==> config.mk <==
export PLATFORM = sky130hd
export DESIGN_NAME = switch_xfer_sched
export DESIGN_NICKNAME = d
export VERILOG_FILES = /design/src/rtl/switch_xfer_sched.sv
export SDC_FILE = /design/constraint.sdc
export NUM_CORES = 1
export LEC_CHECK = 0
export ABC_AREA = 1
export CAP_MARGIN = 20
export CORE_AREA = 5 5 159 115
export DETAILED_ROUTE_END_ITERATION = 16
export DIE_AREA = 0 0 164 120
export GPL_ROUTABILITY_DRIVEN = 0
export PLACE_DENSITY = 0.49
export SYNTH_ARGS = -nofsm -noshare
export SYNTH_HDL_FRONTEND = slang
export SYNTH_SLANG_ARGS = --single-unit
==> constraint.sdc <==
create_clock -name clk -period 2.3 [get_ports clk]
set_clock_uncertainty 0.05 [all_clocks]
set_input_delay 0.575 -clock clk [delete_from_list [all_inputs] [get_ports clk]]
set_output_delay 0.575 -clock clk [all_outputs]
set_load 0.1 [all_outputs]
==> src/rtl/switch_xfer_sched.sv <==
// switch_xfer_sched: all-or-nothing round-robin session scheduler for a 4-port crossbar
//   clk, rst_n (async, active-low)
//   req_valid/req_dst0..3/req_len0..3 : per-input packet header (output mask, beats-1)
//   beat_valid : per-input data beat strobe
//   req_ready/xfer_done : one-cycle session start/finish pulses
//   out_en/out_sel0..3  : registered output mux enables and selects
//   Optional SWITCH_XFER_SCHED_AGING_EN: age counters reserve outputs for a starved request
module switch_xfer_sched #(
   parameter int LEN_W   = 8,
   parameter int AGE_MAX = 15
) (
   input  logic             clk,
   input  logic             rst_n,
   input  logic [3:0]       req_valid,
   input  logic [3:0]       req_dst0,
   input  logic [3:0]       req_dst1,
   input  logic [3:0]       req_dst2,
   input  logic [3:0]       req_dst3,
   input  logic [LEN_W-1:0] req_len0,
   input  logic [LEN_W-1:0] req_len1,
   input  logic [LEN_W-1:0] req_len2,
   input  logic [LEN_W-1:0] req_len3,
   input  logic [3:0]       beat_valid,
   output logic [3:0]       req_ready,
   output logic [3:0]       xfer_done,
   output logic [3:0]       out_en,
   output logic [1:0]       out_sel0,
   output logic [1:0]       out_sel1,
   output logic [1:0]       out_sel2,
   output logic [1:0]       out_sel3
);
   typedef enum logic {IDLE, XFER} state_t;
   state_t           state [4], state_nxt [4];
   logic [LEN_W-1:0] rem [4], rem_nxt [4];
   logic [1:0]       owner [4], owner_nxt [4];
   logic [3:0]       locked, locked_nxt;
   logic [1:0]       ptr, ptr_nxt;
   logic [3:0]       ready_nxt, done_nxt;
   logic [3:0]       dst [4];
   logic [LEN_W-1:0] len [4];
   logic [3:0]       elig, rsv;
   logic             gnt;
   logic [1:0]       win, idx;
`ifdef SWITCH_XFER_SCHED_AGING_EN
   localparam int AGE_W = $clog2(AGE_MAX + 1);
   logic [AGE_W-1:0] age [4], age_nxt [4];
   logic             sen_v;
   logic [1:0]       sen;
`endif
   assign dst[0] = req_dst0;
   assign dst[1] = req_dst1;
   assign dst[2] = req_dst2;
   assign dst[3] = req_dst3;
   assign len[0] = req_len0;
   assign len[1] = req_len1;
   assign len[2] = req_len2;
   assign len[3] = req_len3;
   assign out_en   = locked;
   assign out_sel0 = owner[0];
   assign out_sel1 = owner[1];
   assign out_sel2 = owner[2];
   assign out_sel3 = owner[3];
   // Arbitration uses registered lock state only, so an output freed this cycle waits one cycle.
   always_comb begin
      for (int i = 0; i < 4; i++) elig[i] = state[i] == IDLE && req_valid[i] && dst[i] != 4'b0;
      rsv = '0;
      gnt = 1'b0;
      win = ptr;
      idx = '0;
`ifdef SWITCH_XFER_SCHED_AGING_EN
      sen_v = 1'b0;
      sen   = ptr;
      for (int j = 0; j < 4; j++) begin
         idx = ptr + 2'(j);
         if (!sen_v && elig[idx] && age[idx] == AGE_W'(AGE_MAX)) begin
            sen_v = 1'b1;
            sen   = idx;
         end
      end
      // The senior's outputs are reserved; it wins the moment they are all free.
      if (sen_v) begin
         rsv = dst[sen];
         if ((dst[sen] & locked) == 4'b0) begin
            gnt = 1'b1;
            win = sen;
         end
      end
`endif
      for (int j = 0; j < 4; j++) begin
         idx = ptr + 2'(j);
         if (!gnt && elig[idx] && (dst[idx] & (locked | rsv)) == 4'b0) begin
            gnt = 1'b1;
            win = idx;
         end
      end
   end
   always_comb begin
      state_nxt  = state;
      rem_nxt    = rem;
      owner_nxt  = owner;
      locked_nxt = locked;
      ptr_nxt    = ptr;
      ready_nxt  = '0;
      done_nxt   = '0;
      for (int i = 0; i < 4; i++) begin
         if (state[i] == XFER && beat_valid[i]) begin
            if (rem[i] != '0) rem_nxt[i] = rem[i] - 1'b1;
            else begin
               state_nxt[i] = IDLE;
               done_nxt[i]  = 1'b1;
               for (int k = 0; k < 4; k++) begin
                  if (locked[k] && owner[k] == 2'(i)) begin
                     locked_nxt[k] = 1'b0;
                     owner_nxt[k]  = '0;
                  end
               end
            end
         end
      end
      // Grant only touches unlocked outputs, so it never collides with a release above.
      if (gnt) begin
         state_nxt[win] = XFER;
         rem_nxt[win]   = len[win];
         ready_nxt[win] = 1'b1;
         ptr_nxt        = win + 2'd1;
         for (int k = 0; k < 4; k++) begin
            if (dst[win][k]) begin
               locked_nxt[k] = 1'b1;
               owner_nxt[k]  = win;
            end
         end
      end
`ifdef SWITCH_XFER_SCHED_AGING_EN
      for (int i = 0; i < 4; i++)
         age_nxt[i] = (!elig[i] || (gnt && win == 2'(i))) ? '0 :
                      (age[i] == AGE_W'(AGE_MAX)) ? age[i] : age[i] + 1'b1;
`endif
   end
   always_ff @(posedge clk or negedge rst_n) begin
      if (!rst_n) begin
         for (int i = 0; i < 4; i++) begin
            state[i] <= IDLE;
            rem[i]   <= '0;
            owner[i] <= '0;
`ifdef SWITCH_XFER_SCHED_AGING_EN
            age[i]   <= '0;
`endif
         end
         locked    <= '0;
         ptr       <= '0;
         req_ready <= '0;
         xfer_done <= '0;
      end else begin
         for (int i = 0; i < 4; i++) begin
            state[i] <= state_nxt[i];
            rem[i]   <= rem_nxt[i];
            owner[i] <= owner_nxt[i];
`ifdef SWITCH_XFER_SCHED_AGING_EN
            age[i]   <= age_nxt[i];
`endif
         end
         locked    <= locked_nxt;
         ptr       <= ptr_nxt;
         req_ready <= ready_nxt;
         xfer_done <= done_nxt;
      end
   end
endmodule

==> After elaboration in Yosys (flattened, before gate mapping) <==
Cells that the tools add are included.
{ "classes": {"addsub": 8, "order_cmp": 12, "n_eq_ne": 12, "mux": 125, "bitwise_logic": 14, "reduce_logical": 56} }
{ "ops": {"columns": ["operator", "count"], "rows": [
  ["$mux 8", 20],
  ["$mux 4", 21],
  ["$mux 1", 46],
  ["$mux 2", 23],
  ["$bmux 4 s2", 5],
  ["$logic_and 1x1->1", 37],
  ["$bwmux 32", 1],
  ["$mux 32", 1],
  ["$reduce_bool 8->1", 4],
  ["$sub 8x1->8 const B", 4],
  ["$and 4x4->4", 4],
  ["$bmux 8 s2", 1],
  ["$demux 8 s2", 1],
  ["$eq 2x2->1 const B", 8],
  ["$logic_not 4->1", 4],
  ["$reduce_bool 4->1", 4],
  ["$ge 3x3->1 const B", 5],
  ["$lt 2x3->1 const B", 5],
  ["$not 2->3", 5],
  ["$bmux 1 s2", 4],
  ["$eq 2x1->1 const B", 4],
  ["$logic_not 2->1", 4],
  ["$add 2x1->2 const B", 2],
  ["$add 2x2->2 const B", 2],
  ["other kinds (6)", 12]
]} }
{ "word_totals": {"register_bits": 58, "input_bits": 58} }

==> Longest topological paths before layout <==
{ "depth": {"word_depth": 27, "ltp_mapped": 23, "depth_no_buf": 19} }

==> Worst setup path before layout <==
Ideal clock, no wire load.
{ "synth_timing": {"kind": "register to register", "start": "register locked[0] (netlist: out_en[0])", "end": "register rem[21] in the netlist's numbering", "setup_time_ns": 0.065, "arrival_time_ns": 2.491, "t_required_ns": 2.185, "slack_ns": -0.306, "path_stages_with_launch": 17, "n_path_buf": 3, "synth_period_minus_slack_ns": 2.606, "path_cell_list": "dfrtp_1 -> buf_6 -> nand3_1 -> nand2_1 -> inv_1 -> nand2_1 -> nor2_4 -> nor2_8 -> nand2_4 -> nand3_4 -> nand2_4 -> buf_8 -> nand2_8 -> nor2_4 -> buf_6 -> or2_1 -> nand2_1"} }
{ "synth_rtl": {"columns": ["element", "line", "text"], "rows": [
  ["start, declared", "36", "logic [3:0] locked, locked_nxt;"],
  ["start signal, assigned", "162", "locked <= locked_nxt;"],
  ["end signal, assigned by index", "156", "rem[i] <= rem_nxt[i];"],
  ["end, declared", "34", "logic [LEN_W-1:0] rem [4], rem_nxt [4];"]
]} }

==> flow_metrics.py <==
metrics = {
    "worst_setup_path": {
        "crit_path_end_kind": "register",
        "path_buf_inv": 7,
        "start_kind": "register",
        "worstPathMaxFanout": 9,
        "cp.required_ps": 2470,
        "cp_top_family": "simple AND/OR/NAND/NOR gates",
        "crit_arrival_ps": 2750,
        "slowest_delay_ps": 410,
        "path_depth": 22,
        "worst-setup-path-type": "register to register",
        "ff2ff_path_depth": 22,
        "rrSetupSlack_ps": -280,
        "slowest_stage": "dfrtp_1",
        "cp_cell_sequence": "buf_12 > inv_12 > buf_12 > nand2_4 > nand2_4 > nand2_2 > nand3_2 > nand2_2 > nor2_4 > nand2_2 > nand2_4 > inv_8 > nand2_1 > nand2_2 > nand3_2 > nand2_4 > buf_12 > nor2_4 > buf_12 > nand3_2 > nand2_1 > inv_1",
    },
    "layout": {
        "syn_to_final_growth_pct": 61.58,
        "drive_gt1_frac": 0.3470,
        "nFillCells": 1718,
        "final_area_sq_mm": 0.007584,
        "multiInputGateArea_sq_mm": 0.003476,
        "regArea_sq_mm": 0.001459,
        "n_antenna_cell": 0,
        "nets": 983,
    },
    "clock_network": {
        "root_buffer": "clkbuf_16",
        "clk_pin_slew_worst_paths_ps": 50,
        "insertion_delay_ps": 330,
        "numCtsBuffers": 9,
        "cts.htree.levels": 3,
        "hold_buffers": 0,
        "clock-sinks": 58,
        "ctsLongestPathBuffers": 2,
        "tritoncts": "built",
    },
    "yosys": {
        "synthFlopType": "dfrtp_1",
        "synthDistinctLibCells": 42,
        "synth.top_cells.by_count": "nand2_1 (312), nand3_1 (108), inv_1 (78)",
        "synth_warnings": 0,
        "syn-cell-area_sq_mm": 0.004693,
        "synth-seq-cells": 58,
        "avgSynthCellArea_sq_um": 6.300,
        "synth_top_area_cell": "dfrtp_1",
        "synth_most_common_cell": "nand2_1",
        "synth_top_area_share": 0.3093,
        "synth_edf_count": 0,
        "syn-num-nets": 808,
        "synth-async-reset-ratio": 1.000,
        "synth_area_leaders": "dfrtp_1 (31%), nand2_1 (25%), nand3_1 (12%)",
        "synthCells": 745,
        "yosysSeqAreaShare": 0.3093,
    },
    "floorplan": {
        "fp.dieH_microns": 120,
        "die_area_sq_mm": 0.01968,
        "initial_core_util": 0.2808,
        "die_w_microns": 164,
        "pin_count": 78,
        "core_sq_mm": 0.01672,
        "row_count": 40,
    },
    "placed_design": {
        "port_buffers": 77,
        "post-dp-hpwl_microns": 12810,
        "place_area_sq_mm": 0.006341,
        "dp_slack_ps": -879.2,
    },
    "flow_run": {
        "drv_cap": 0,
    },
    "grt": {
        "grt_max_degree": 59,
        "grt-ovfl-total": 0,
        "grt_antenna_before_repair": 0,
        "grt_pass1_vias": 4898,
        "grt_pass1_wl_microns": 25580,
        "track_usage": 0.1641,
    },
    "sta": {
        "hold_viol": 0,
        "final-setup-viol-count": 54,
        "worst_pin_slew_ps": 538.5,
        "maxSlewHeadroom": 0.6372,
        "slew_viol_final": 0,
        "fin_crit_ps": 2581,
        "worst_slack_ps": -281.1,
        "rsz0062_at_grt": "true",
        "fmax_mhz": 387.4,
        "finalCritPeriodShare": 1.122,
    },
    "worst_hold_path": {
        "hold_class": "primary input to async pin",
    },
    "outcome": {
        "violations": "setup timing",
        "status": "finished, violations left",
    },
    "detailed_routing": {
        "routed_via_density": 4.577,
        "remaining_drc_errors": 0,
        "drtAntennaViolNets": 0,
        "wire_per_inst_microns": 14.52,
        "first_pass_iters": 5,
        "drt_iter0_drc": 376,
        "wirelength_microns": 16790,
        "num_vias": 5291,
    },
    "pwr": {
        "p_leak_uw": 0.003872,
        "vdd_drop_max_uv": 682.8,
        "fin_total_pwr_uw": 11460,
        "powerDensity_mw_per_mm2": 1511,
    },
}
[final timing paths]
check	from	endpoint
worst max-delay path	ptr[0]	rem[23]
worst min-delay path	rst_n	out_sel1[1]
worst max register to register	ptr[0]	rem[23]
worst min register to register	rem[8]	rem[8]
max in group asynchronous	rst_n	out_en[0]
min in group clk	rem[8]	rem[8]
[routing by layer]
metal,vias up,routed length [microns],track usage
met5,-,0,0
met4,0,80,0.02305
met3,8,1075,0.04875
met2,119,7245,0.2325
met1,2451,8386,0.2489
li1,2713,-,-
[what timing repair did]
| item | in CTS | in global routing |
|---|---|---|
| resized for setup | 102 | 131 |
| pin swaps | 41 | 48 |
| buffers inserted | 7 | 3 |
| endpoints found under the setup margin | 54 | 54 |
| cloned | 1 | 2 |
[placed cells by master (no fill, tap or decap), drive strengths merged]
| cell | netlist | final |
|---|---|---|
| xor2 | 8 | 8 |
| o22ai | 1 | 1 |
| nor3b | 1 | 1 |
| clkbuf | 1 | 13 |
| bufinv | 0 | 1 |
| a32oi | 1 | 1 |
| clkinv | 0 | 5 |
| a31oi | 1 | 1 |
| a21oi | 8 | 8 |
| o21ai | 20 | 20 |
| inv | 85 | 84 |
| nand3 | 111 | 111 |
| or2 | 1 | 1 |
| nor4 | 2 | 2 |
| nor3 | 10 | 10 |
| a221oi | 4 | 4 |
| buf | 18 | 124 |
| and3 | 1 | 1 |
| ha | 5 | 5 |
| nor2 | 65 | 65 |
| o211ai | 3 | 3 |
| nand3b | 1 | 1 |
| clkdlybuf4s50 | 0 | 38 |
| a21o | 1 | 1 |
| dfrtp | 58 | 58 |
| nand4 | 5 | 5 |
| dlygate4sd2 | 0 | 18 |
| xnor2 | 5 | 5 |
| nand2 | 327 | 328 |
| a32o | 1 | 1 |
| a2111o | 1 | 1 |
[layout make-up]
cell class | instances | area share
Timing Repair Buffer | 182 | 0.2250
Tap cell | 231 | 0.03811
Clock inverter | 5 | 0.007095
Clock buffer | 11 | 0.03201
Multi-Input combinational cell | 584 | 0.4583
Inverter | 85 | 0.04702
Sequential cell | 58 | 0.1924
[sequential cells by signal, summed over array words and instances, names as in the netlist]
signal and count:
out_sel2 2, state 4, out_sel1 2, out_en 4, xfer_done 4, rem 32, out_sel3 2, ptr 2
req_ready 4, out_sel0 2
[logic make-up (layout without fill, tap and decap cells)]
logic type	count (synthesis)	count (layout)	share of synthesized area
xor gates and xnor gates	13	13	0.02426
and+or+nand+nor	524	525	0.4956
DFF	58	58	0.3093
AOI/OAI and AO/OA	41	41	0.05279
buffers and inverters	104	283	0.1048
adders and majority gates	5	5	0.01333
[report_power, final]
part | total [uW] | switching, uW | internal [uW]
clock | 1350 | 482 | 864
combinational | 8220 | 5050 | 3170
sequential | 1900 | 411 | 1490
[per-stage QoR]
| stage | hold slack [ps] | TNS (ps) | instances | utilization |
|---|---|---|---|---|
| CTS | 210.5 | -10210 | 1152 | 0.4192 |
| finish | 197.6 | -10400 | 1156 | 0.4537 |
| floorplan | 229.4 | -78.21 | 745 | - |
| global placement | 541.1 | -39610 | 1128 | 0.3793 |
| global route | 225.1 | -17610 | 1156 | 0.4537 |
| detailed placement | 545.1 | -39720 | 1128 | 0.3793 |
Note: power is estimated with default switching activity, not from simulation.
